**src/rtl/hamming_pkg.sv**
```systemverilog
// Shared definitions for the serial Hamming(15,11) link.
// Holds the code geometry, the data-position table, the syndrome function
// (shared with the encoder) and the receive FSM state type.
// Optional feature macro: HAMMING_SECDED_EN. When it is defined, each codeword
// carries a sixteenth bit holding overall even parity over bits 0..14.
package hamming_pkg;

  localparam int unsigned DATA_W = 11;
  localparam int unsigned PAR_W  = 4;
  // Number of Hamming positions (1..15) covered by the syndrome.
  localparam int unsigned HAM_W  = 15;
`ifdef HAMMING_SECDED_EN
  localparam int unsigned CODE_W = 16;
`else
  localparam int unsigned CODE_W = 15;
`endif

  // data bit k sits at Hamming position DATA_POS[k] (code bit index = position - 1)
  localparam logic [DATA_W-1:0][PAR_W-1:0] DATA_POS = {
    4'd15, 4'd14, 4'd13, 4'd12, 4'd11, 4'd10, 4'd9, 4'd7, 4'd6, 4'd5, 4'd3
  };

  // XOR of the positions of all set bits; zero for a valid codeword.
  function automatic logic [PAR_W-1:0] calc_syndrome(input logic [HAM_W-1:0] cw);
    logic [PAR_W-1:0] s;
    s = '0;
    for (int unsigned i = 0; i < HAM_W; i++) begin
      if (cw[i]) s ^= PAR_W'(i + 1);
    end
    return s;
  endfunction

  typedef enum logic [1:0] {
    COLLECT,
    CHECK,
    HOLD
  } state_t;

endpackage

```
**src/rtl/hamming_syndrome_dec.sv**
```systemverilog
// Combinational syndrome, single-error correction and data extraction.
// Ports:
//   cw         in   CODE_W  received codeword, bit i = Hamming position i+1
//   data       out  DATA_W  corrected data bits
//   syndrome   out  PAR_W   raw syndrome of the received word
//   err_corr   out  1       a single error was corrected
//   err_uncorr out  1       double error detected (HAMMING_SECDED_EN only, else 0)
// Optional feature macro: HAMMING_SECDED_EN (adds overall-parity bit 15).
module hamming_syndrome_dec
  import hamming_pkg::*;
(
  input  logic [CODE_W-1:0] cw,
  output logic [DATA_W-1:0] data,
  output logic [PAR_W-1:0]  syndrome,
  output logic              err_corr,
  output logic              err_uncorr
);

  logic [HAM_W-1:0] ham;
  logic [HAM_W-1:0] fixed;
  logic             do_flip;
`ifdef HAMMING_SECDED_EN
  logic             par_bad;
`endif

  always_comb begin
    ham        = cw[HAM_W-1:0];
    syndrome   = calc_syndrome(ham);
    fixed      = ham;
    do_flip    = 1'b0;
    err_corr   = 1'b0;
    err_uncorr = 1'b0;
    data       = '0;
`ifdef HAMMING_SECDED_EN
    // even parity over all 16 bits: any odd count of flips shows up here
    par_bad = ^cw;
    if (syndrome != '0) begin
      if (par_bad) begin
        do_flip  = 1'b1;
        err_corr = 1'b1;
      end else begin
        // two flips: syndrome points nowhere useful, pass data through raw
        err_uncorr = 1'b1;
      end
    end else if (par_bad) begin
      // only the overall parity bit is wrong; data is already intact
      err_corr = 1'b1;
    end
`else
    if (syndrome != '0) begin
      do_flip  = 1'b1;
      err_corr = 1'b1;
    end
`endif
    // syndrome value s names position s, i.e. code bit index s-1
    for (int unsigned i = 0; i < HAM_W; i++) begin
      if (do_flip && syndrome == PAR_W'(i + 1)) fixed[i] = ~ham[i];
    end
    for (int unsigned k = 0; k < DATA_W; k++) begin
      data[k] = fixed[DATA_POS[k] - 4'd1];
    end
  end

endmodule

```
**src/rtl/hamming_rx_deser.sv**
```systemverilog
// Receive end of the serial Hamming link: shifts in a codeword LSB-first,
// decodes/corrects it and presents the data with a valid/ready handshake.
// Ports:
//   clk        in   1       rising-edge clock
//   RST        in   1       synchronous active-low reset
//   ser_in     in   1       serial code bit
//   ser_valid  in   1       ser_in valid this cycle
//   ser_ready  out  1       a bit offered on this edge is accepted
//   sof        in   1       start of frame (qualified by ser_valid)
//   data_out   out  DATA_W  decoded, corrected data
//   out_valid  out  1       data_out/syndrome/flags valid
//   out_ready  in   1       consumer accepts the word
//   syndrome   out  PAR_W   raw syndrome
//   err_corr   out  1       single error corrected
//   err_uncorr out  1       uncorrectable error (0 unless HAMMING_SECDED_EN)
// Optional feature macro: HAMMING_SECDED_EN (16-bit SECDED codeword).
module hamming_rx_deser
  import hamming_pkg::*;
(
  input  logic              clk,
  input  logic              RST,
  input  logic              ser_in,
  input  logic              ser_valid,
  output logic              ser_ready,
  input  logic              sof,
  output logic [DATA_W-1:0] data_out,
  output logic              out_valid,
  input  logic              out_ready,
  output logic [PAR_W-1:0]  syndrome,
  output logic              err_corr,
  output logic              err_uncorr
);

  localparam int unsigned CNT_W = $clog2(CODE_W + 1);

  state_t             state;
  logic [CNT_W-1:0]   cnt;
  logic [CODE_W-1:0]  cw;

  logic [DATA_W-1:0]  dec_data;
  logic [PAR_W-1:0]   dec_syndrome;
  logic               dec_corr;
  logic               dec_uncorr;

  hamming_syndrome_dec u_dec (
    .cw         (cw),
    .data       (dec_data),
    .syndrome   (dec_syndrome),
    .err_corr   (dec_corr),
    .err_uncorr (dec_uncorr)
  );

  always_ff @(posedge clk) begin
    if (!RST) begin
      state      <= COLLECT;
      cnt        <= '0;
      cw         <= '0;
      data_out   <= '0;
      syndrome   <= '0;
      err_corr   <= 1'b0;
      err_uncorr <= 1'b0;
      out_valid  <= 1'b0;
      ser_ready  <= 1'b1;
    end else begin
      case (state)
        COLLECT: begin
          if (ser_valid) begin
            cw <= {ser_in, cw[CODE_W-1:1]};
            // sof wins over completion: a frame start on the would-be last bit
            // restarts the count and no CHECK follows. Stale bits are pushed
            // out by the CODE_W shifts that complete the new frame.
            if (sof) begin
              cnt <= CNT_W'(1);
            end else if (cnt == CNT_W'(CODE_W - 1)) begin
              cnt       <= '0;
              state     <= CHECK;
              ser_ready <= 1'b0;
            end else begin
              cnt <= cnt + CNT_W'(1);
            end
          end
        end
        CHECK: begin
          data_out   <= dec_data;
          syndrome   <= dec_syndrome;
          err_corr   <= dec_corr;
          err_uncorr <= dec_uncorr;
          out_valid  <= 1'b1;
          state      <= HOLD;
        end
        HOLD: begin
          if (out_ready) begin
            out_valid <= 1'b0;
            ser_ready <= 1'b1;
            state     <= COLLECT;
          end
        end
        default: begin
          state     <= COLLECT;
          ser_ready <= 1'b1;
          out_valid <= 1'b0;
        end
      endcase
    end
  end

endmodule

```
**config.mk**
```make
export PLATFORM = sky130hd
export DESIGN_NAME = hamming_rx_deser
export DESIGN_NICKNAME = d
export VERILOG_FILES = /design/src/rtl/hamming_pkg.sv /design/src/rtl/hamming_syndrome_dec.sv /design/src/rtl/hamming_rx_deser.sv
export SDC_FILE = /design/constraint.sdc
export NUM_CORES = 1
export LEC_CHECK = 0
export ABC_AREA = 1
export CELL_PAD_IN_SITES_DETAIL_PLACEMENT = 0
export CELL_PAD_IN_SITES_GLOBAL_PLACEMENT = 1
export CORE_MARGIN = 3
export CORE_UTILIZATION = 43
export DETAILED_ROUTE_END_ITERATION = 12
export MAX_ROUTING_LAYER = met4
export PLACE_DENSITY = 0.82
export SLEW_MARGIN = 30
export SYNTH_ARGS = -nofsm -noshare
export SYNTH_HDL_FRONTEND = slang
export SYNTH_SLANG_ARGS = --single-unit
```
**constraint.sdc**
```tcl
create_clock -name clk -period 3.5 [get_ports clk]
set_input_delay 0.875 -clock clk [delete_from_list [all_inputs] [get_ports clk]]
set_output_delay 0.875 -clock clk [all_outputs]
set_load 0.02 [all_outputs]
```
==> Implementation_results.wiki, run 1 <==
{| class="wikitable"
! Metric !! Value
|-
| Clock Sinks || 39
|-
| Setup skew after layout || ~3.3 ps
|-
| GPL Wtd Cong || around 0.86
|-
| Kind of end point of the critical path || flip-flop
|-
| Maximum resistive drop on vdd || approximately 0.29 mV
|-
| Drt first pass iters || 4
|-
| Final wirelength || 5411 um
|-
| Number of max-capacitance violations reported || 0
|-
| Number of antenna-violating nets in the routed design || 0
|-
| Synth Register Bits || 39
|-
| Initial antenna violation count || 0
|-
| Total number of vias || between 2000 and 2500
|-
| First-pass GRT wire length || ~9400 um
|-
| Average cell area after synthesis || between 6 and 7 um^2
|-
| Worst reg2reg path endpoint || data_out[6]$_SDFFE_PN0P_
|-
| Die area || around 6400 um^2
|-
| Capture endpoint of the worst hold path || cw[0]$_SDFFE_PN0P_
|-
| CTS Hold Bufs || 0
|-
| Cell count of the worst hold path || 2
|-
| Yosys top cell area share || between 30% and 40%
|-
| Total nets after synthesis || ~350
|-
| Worst Path Arrival || 2430 ps
|-
| Hold violation total from the final report || 0
|-
| Max Fclk || ~450 MHz
|-
| Synthesis-to-finish area growth || 15.35%
|-
| Overall fraction of global-route tracks in use || approximately a fifth
|-
| HP Class || flip-flop to flip-flop
|-
| Setup Crit Path Kind || input pin to flip-flop
|-
| Count of buffers from port buffering || 23
|-
| Status || finished, final reports clean
|-
| Area of the placeable core || about 5200 um^2
|-
| Ratio of total power to cell area || about 450 nW/um^2
|-
| Largest net degree at the start of global routing || 33
|-
| Distinct cells, synth || 37
|-
| Number of instances in the synthesized netlist || between 300 and 400
|-
| Required @ worst endpoint || 3690 ps
|-
| Largest driver fanout on the critical path || 22
|-
| Most frequent cells in the layout || sky130_fd_sc_hd__nand2_1 (76), sky130_fd_sc_hd__dfxtp_1 (39), sky130_fd_sc_hd__inv_1 (38), sky130_fd_sc_hd__nor2_1 (36), sky130_fd_sc_hd__nand3_1 (25)
|-
| Die width || between 70 and 80 um
|-
| Buffer levels on the longest clock path || 2
|-
| Reg2reg setup slack || roughly 1500 ps
|-
| Root cell of the clock tree || sky130_fd_sc_hd__clkbuf_8
|-
| Final Max Slew Viols || 0
|-
| Actual slew at the worst max-slew pin || just under 700 ps
|-
| Number of diodes added for antenna fixing || 0
|-
| Clock latency on the worst-skew pair || 290 ps
|-
| Initial cell density of the core || 45.10%
|-
| Total Negative Setup Slacks || 0 ps
|-
| Number of rows created at floorplan || 26
|-
| Startpoint type of the worst setup path || input pin
|-
| Reg clk slew, reported paths || 80 ps
|-
| RSZ-0062 raised after global routing || false
|-
| Final hold slack || roughly 470 ps
|-
| Number of global-route vias before repair || 1981
|-
| I/O pin count || 25
|-
| Worst R2R Start || cw[13]$_SDFFE_PN0P_
|-
| # Post-CTS Setup Buffers || 0
|-
| Total grt overflow || 0
|-
| Cell type with the largest total area after synthesis || sky130_fd_sc_hd__dfxtp_1
|-
| Most common cell after layout, fill and taps aside || sky130_fd_sc_hd__nand2_1
|-
| Chip Height || around 80 um
|-
| Ratio of final minimum period to clock period || 64.19%
|-
| # DRC || 0
|-
| Leading post-synthesis cells by cell area || sky130_fd_sc_hd__dfxtp_1 (33%), sky130_fd_sc_hd__nand2_1 (12%), sky130_fd_sc_hd__inv_1 (6.1%)
|-
| Fin nets || about 370
|-
| Period minus WS final || around 2200 ps
|-
| HPWL after detailed placement || around 4000 um
|-
| Worst reg-to-reg path cell count || 11
|-
| Worst Min Path Start || cw[0]$_SDFFE_PN0P_
|-
| CTS H-tree depth || 2
|-
| Count of warnings emitted by yosys || 0
|-
| Routed WL per cell || about 13 um
|-
| Rel. slew slack || 54.23%
|-
| Vias/cell || 4.905
|-
| Cell area after synthesis || 2347 um^2
|-
| Cts bufs inserted || 5
|-
| Setup-violating endpoint count in the final report || 0
|-
| Proportion of layout cells with a drive suffix above 1 || between 10% and 20%
|-
| DRC marker count from the first detailed-route iteration || about 110
|-
| Sequential element share of the synthesized area || 33.26%
|-
| Leakage dissipation || between 1 and 1.5 nW
|-
| Number of gates given a new drive strength after cts || 0
|-
| CTS tree || yes
|}
-- final cells by class --
type,instances,area (um^2)
sequential,39,780.7
clock inverter,2,60.06
timing repair buffer,27,260.3
tap,70,87.58
clock buffer,6,72.57
multi-input combinational,238,1262
inverter,49,183.9
fill,543,2497
-- flip-flops by register name (all words and copies together) (netlist names) --
name / flops
cw: 15
data_out: 11
cnt: 4
syndrome: 4
state: 2
err_corr: 1
out_valid: 1
ser_ready: 1
-- Yosys cell counts (all sizes together) --
master and count:
o31ai 1, ha 2, o211ai 3, o21ai 18, clkinv 1, a41oi 1, xor2 7, a21oi 21
nand3 28, nor2 40, dfxtp 39, conb 1, buf 15, and3 1, o21bai 1, nand3b 1
nand4 10, a221oi 1, clkbuf 5, a211oi 1, xnor2 6, inv 48, o21a 1, nand2 93
nor3 1
-- how the worst max path moves through the flow --
| stage | slack (ps) | depth (start not counted) | end | start |
|---|---|---|---|---|
| 2_1_floorplan | 1940 | 5 | data_out[4]$_SDFFE_PN0P_ | RST |
| 3_3_place_gp | 980 | 9 | ser_ready$_SDFFE_PN1P_ | RST |
| 3_5_place_dp | 940 | 9 | ser_ready$_SDFFE_PN1P_ | RST |
| 4_1_cts | 1260 | 9 | ser_ready$_SDFFE_PN1P_ | RST |
| 5_1_grt | 1080 | 9 | ser_ready$_SDFFE_PN1P_ | RST |
| 6_report | 1250 | 9 | ser_ready$_SDFFE_PN1P_ | RST |
-- logic make-up (layout without fill, tap and decap cells) --
| family | after synthesis | after routing | synth area share, % |
|---|---|---|---|
| xor+xnor | 13 | 13 | 5.970 |
| other cells | 1 | 1 | 0.1598 |
| simple gates | 174 | 174 | 34.33 |
| fa+ha+maj | 2 | 2 | 1.066 |
| compound gates | 48 | 48 | 11.94 |
| flops | 39 | 39 | 33.26 |
| buf+inv | 69 | 84 | 13.27 |
-- power breakdown --
group | switching, W | internal, W
sequential | 0.0000242 | 0.000456
combinational | 0.000198 | 0.0000918
clock | 0.000161 | 0.000285
-- routing by layer --
layer	global-route usage, %	vias to the layer above	part of all wire [%]
met3	3.386	13	4.8
met4	6.926	0	2.2
met5	-	-	0
met1	25.87	945	47
li1	-	1114	-
met2	29.30	42	46
-- critical path, stage by stage --
cell and delay (ps):
sky130_fd_sc_hd__clkdlybuf4s50_1 450, sky130_fd_sc_hd__buf_4 230, sky130_fd_sc_hd__clkinv_1 220, sky130_fd_sc_hd__buf_4 240, sky130_fd_sc_hd__nor2_1 100, sky130_fd_sc_hd__and3_1 170, sky130_fd_sc_hd__inv_1 40, sky130_fd_sc_hd__o31ai_1 50
sky130_fd_sc_hd__inv_1 60
-- metrics by stage --
stage	util, %	cells	worst slack [ps]	cell area [um^2]	total power, W
floorplan	-	346	1944	2347	0.0007458
global placement	49.38	423	979.1	2570	0.0007748
finish	52.02	431	1253	2708	0.001215
CTS	52.02	431	1264	2708	0.001225
global route	52.02	431	1075	2708	0.001286
detailed placement	49.47	423	942.0	2575	0.0007790
No activity file was read; power rests on OpenSTA's default activity.
==> inputs of run 2 (changes only) <==
- CORE_UTILIZATION: 43 -> 40
- PLACE_DENSITY: 0.82 -> 0.77
- clock period: 3.5 -> 2.2 ns (I/O delays scaled with it)
==> run 2 against run 1 <==
Flip-flop and latch count unchanged. Clock skew increased by 12 ps. Register-to-register slack got worse by 1200 ps. Clock-buffer cell count unchanged. First-iteration DRC count increased by 39%. Via count about the same. Global-route usage decreased by 0.36 points. Clock power increased by 65%. Die area increased by 6.9%.
==> Implementation_results.wiki, run 2 (synthesized netlist as in run 1, its figures left out) <==
{| class="wikitable"
! Metric !! Value
|-
| DRC marker count from the first detailed-route iteration || 146 (+39%)
|-
| Status || finished, final reports clean
|-
| Initial cell density of the core || 41.86% (-3.2 points)
|-
| Synthesis-to-finish area growth || 16.20%
|-
| Placement Setup Slack || 316.7 ps (-625.3 ps)
|-
| Switching part of the total power || 32.41% (+0.94 points)
|-
| Count of buffers from port buffering || 23 (unchanged)
|-
| Worst R2R Start || cw[13]$_SDFFE_PN0P_
|-
| Largest net degree at the start of global routing || 29 (-12%)
|-
| Number of global-route vias before repair || 1892 (-4.5%)
|-
| Area of the placeable core || 5608 um^2 (+7.7%)
|-
| Final worst slack || 286.9 ps (-966.4 ps)
|-
| Root cell of the clock tree || sky130_fd_sc_hd__clkbuf_8
|-
| Initial antenna violation count || 0 (unchanged)
|-
| Worst Path Arrival || 2120 ps (-310 ps)
|-
| Drt first pass iters || 4 (unchanged)
|-
| # DRC || 0 (unchanged)
|-
| HPWL after detailed placement || 4241 um (+6.2%)
|-
| Die area || 6824 um^2 (+6.9%)
|-
| Post-Place Cell Area || 2595 um^2 (+0.78%)
|-
| Clk network pwr share || 37.1% (+0.4 points)
|-
| Most frequent cells in the layout || sky130_fd_sc_hd__nand2_1 (76), sky130_fd_sc_hd__dfxtp_1 (39), sky130_fd_sc_hd__inv_1 (38), sky130_fd_sc_hd__nor2_1 (36), sky130_fd_sc_hd__nand3_1 (25)
|-
| Total grt overflow || 0 (unchanged)
|-
| Number of gates given a new drive strength after cts || 0 (unchanged)
|-
| Largest driver fanout on the critical path || 13 (-41%)
|-
| Fin nets || 371 (+0.82%)
|-
| Switching power of the nets || 0.0006411 W (+68%)
|-
| Vias/cell || 4.846 (-1.2%)
|-
| Buffer levels on the longest clock path || 2 (unchanged)
|-
| Area of all placed cells without fillers || 2728 um^2 (+0.74%)
|-
| Worst reg2reg path endpoint || data_out[9]$_SDFFE_PN0P_
|-
| Total Negative Setup Slacks || 0 ps (unchanged)
|-
| Hold violation total from the final report || 0 (unchanged)
|-
| Largest register FFs || 15 (unchanged)
|-
| Capture endpoint of the worst hold path || cw[0]$_SDFFE_PN0P_
|-
| Period minus WS final || approximately 1900 ps
|-
| Most common cell after layout, fill and taps aside || sky130_fd_sc_hd__nand2_1
|-
| Routed WL per cell || 13.48 um (+7.4%)
|-
| # Post-CTS Setup Buffers || 0 (unchanged)
|-
| Final wirelength || 5879 um (+8.6%)
|-
| Ratio of total power to cell area || 725.2 nW/um^2 (+62%)
|-
| Startpoint type of the worst setup path || flip-flop
|-
| Required @ worst endpoint || 2410 ps (-1280 ps)
|-
| Kind of end point of the critical path || flip-flop
|-
| Overall power of the completed layout || 0.001978 W (+63%)
|-
| Number of diodes added for antenna fixing || 0 (unchanged)
|-
| Reg clk slew, reported paths || 90 ps (about the same)
|-
| I/O pin count || 25 (unchanged)
|-
| Top reg by flops || cw
|-
| Relative contribution of sequential cells to total power || 38.5% (-1.0 points)
|-
| CTS tree || yes
|-
| Final Max Slew Viols || 0 (unchanged)
|-
| Total number of vias || 2113 (-0.047%)
|-
| Chip Height || 82.61 um (+3.4%)
|-
| Setup Crit Path Kind || flip-flop to flip-flop
|-
| Reg2reg setup slack || 290 ps (-1190 ps)
|-
| CTS H-tree depth || 2 (unchanged)
|-
| Number of antenna-violating nets in the routed design || 0 (unchanged)
|-
| RSZ-0062 raised after global routing || false
|-
| Number of max-capacitance violations reported || 0 (unchanged)
|-
| Setup-violating endpoint count in the final report || 0 (unchanged)
|-
| Clock latency on the worst-skew pair || 300 ps (about the same)
|-
| Non-filler cells in the finished layout || 436 (+1.2%)
|-
| Ratio of final minimum period to clock period || slightly below 90%
|-
| Die width || 82.61 um (+3.4%)
|-
| Clock Sinks || 39 (unchanged)
|-
| GPL Wtd Cong || 0.8397 (-1.9%)
|-
| Cell Int Power || 0.001337 W (+61%)
|-
| Max Fclk || approximately 520 MHz
|-
| Leading registers by flop count || cw x15, data_out x11
|-
| Maximum resistive drop on vdd || 0.3478 mV (+22%)
|-
| Number of rows created at floorplan || 27 (+3.8%)
|-
| CTS Hold Bufs || 0 (unchanged)
|-
| Combinational share of power || 24.4% (+0.6 points)
|-
| Leakage dissipation || 1.219 nW (+1.2%)
|-
| HP Class || flip-flop to flip-flop
|-
| Cell count after placement || 428 (+1.2%)
|-
| Cell count of the worst hold path || 2 (unchanged)
|-
| Setup skew after layout || 14.88 ps (+11.63 ps)
|-
| Worst reg-to-reg path cell count || 11 (unchanged)
|-
| First-pass GRT wire length || 9473 um (+1.1%)
|-
| Cts bufs inserted || 5 (unchanged)
|-
| Worst Min Path Start || cw[0]$_SDFFE_PN0P_
|-
| Proportion of layout cells with a drive suffix above 1 || 14.29% (+0.71 points)
|-
| Overall fraction of global-route tracks in use || 18.97% (-0.36 points)
|}
run 2: cell count changes in the layout (fill, tap and decap cells not counted), sizes merged:
cell | before | now
buf | 4 | 7
run 2: worst max-delay path by stage:
stage                        startpoint                        to  slack [ps]  cells past startpoint
global route        cw[13]$_SDFFE_PN0P_  data_out[2]$_SDFFE_PN0P_         130                     13
floorplan           cw[14]$_SDFFE_PN0P_  data_out[3]$_SDFFE_PN0P_         700                     15
CTS                 cw[13]$_SDFFE_PN0P_  data_out[2]$_SDFFE_PN0P_         280                     11
global placement              ser_valid        cw[4]$_SDFFE_PN0P_         290                      5
finish              cw[13]$_SDFFE_PN0P_  data_out[9]$_SDFFE_PN0P_         290                     11
detailed placement  cw[13]$_SDFFE_PN0P_  data_out[2]$_SDFFE_PN0P_         320                     11
run 2: layer usage:
metal,part of all wire [%],global-route usage (%),routed length (um)
met1,48,25.83,2830
met2,45,28.61,2660
met3,4.3,2.928,254
met4,2.3,6.536,133
met5,0,-,0
run 2: worst max-delay path, cell delays in order, from the launching register on:
cell                      delay [ps]
sky130_fd_sc_hd__dfxtp_1         560
sky130_fd_sc_hd__inv_2           130
sky130_fd_sc_hd__nand2_1          90
sky130_fd_sc_hd__nand2_2          70
sky130_fd_sc_hd__nand2_2          90
sky130_fd_sc_hd__nand2_4         100
sky130_fd_sc_hd__xor2_4          360
sky130_fd_sc_hd__nand3_1         130
sky130_fd_sc_hd__nand2_1          70
sky130_fd_sc_hd__nand3_1         100
sky130_fd_sc_hd__nand2_1          80
sky130_fd_sc_hd__inv_1            40
run 2: power groups by stage:
stage | Clock [W] | Combinational [W] | Sequential [W]
4_1_cts | 0.000742 | 0.000480 | 0.000761
2_1_floorplan | 0 | 0.000433 | 0.000754
5_1_grt | 0.000769 | 0.000535 | 0.000765
6_report | 0.000735 | 0.000482 | 0.000761
3_3_place_gp | 0 | 0.000476 | 0.000777
3_5_place_dp | 0 | 0.000477 | 0.000778
run 2: stage by stage:
| stage | hold WS, ps | util, % |
|---|---|---|
| floorplan | 443.8 | - |
| global placement | 457.8 | 46.27 |
| global route | 511.0 | 48.64 |
| finish | 478.1 | 48.64 |
| CTS | 478.1 | 48.64 |
| detailed placement | 464.8 | 46.27 |
run 2: area by class of cell:
class	count	area [um^2]
sequential	39	780.7
clock buffer	6	72.57
fill	609	2880
tap	72	90.09
multi-input combinational	238	1257
inverter	49	183.9
timing repair buffer	30	282.8
clock inverter	2	60.06
==> inputs of run 3 (changes only) <==
- TNS_END_PERCENT: not set -> 100
==> results of run 3 <==
The final DEF is identical to that of run 2; final timing and power are the same.
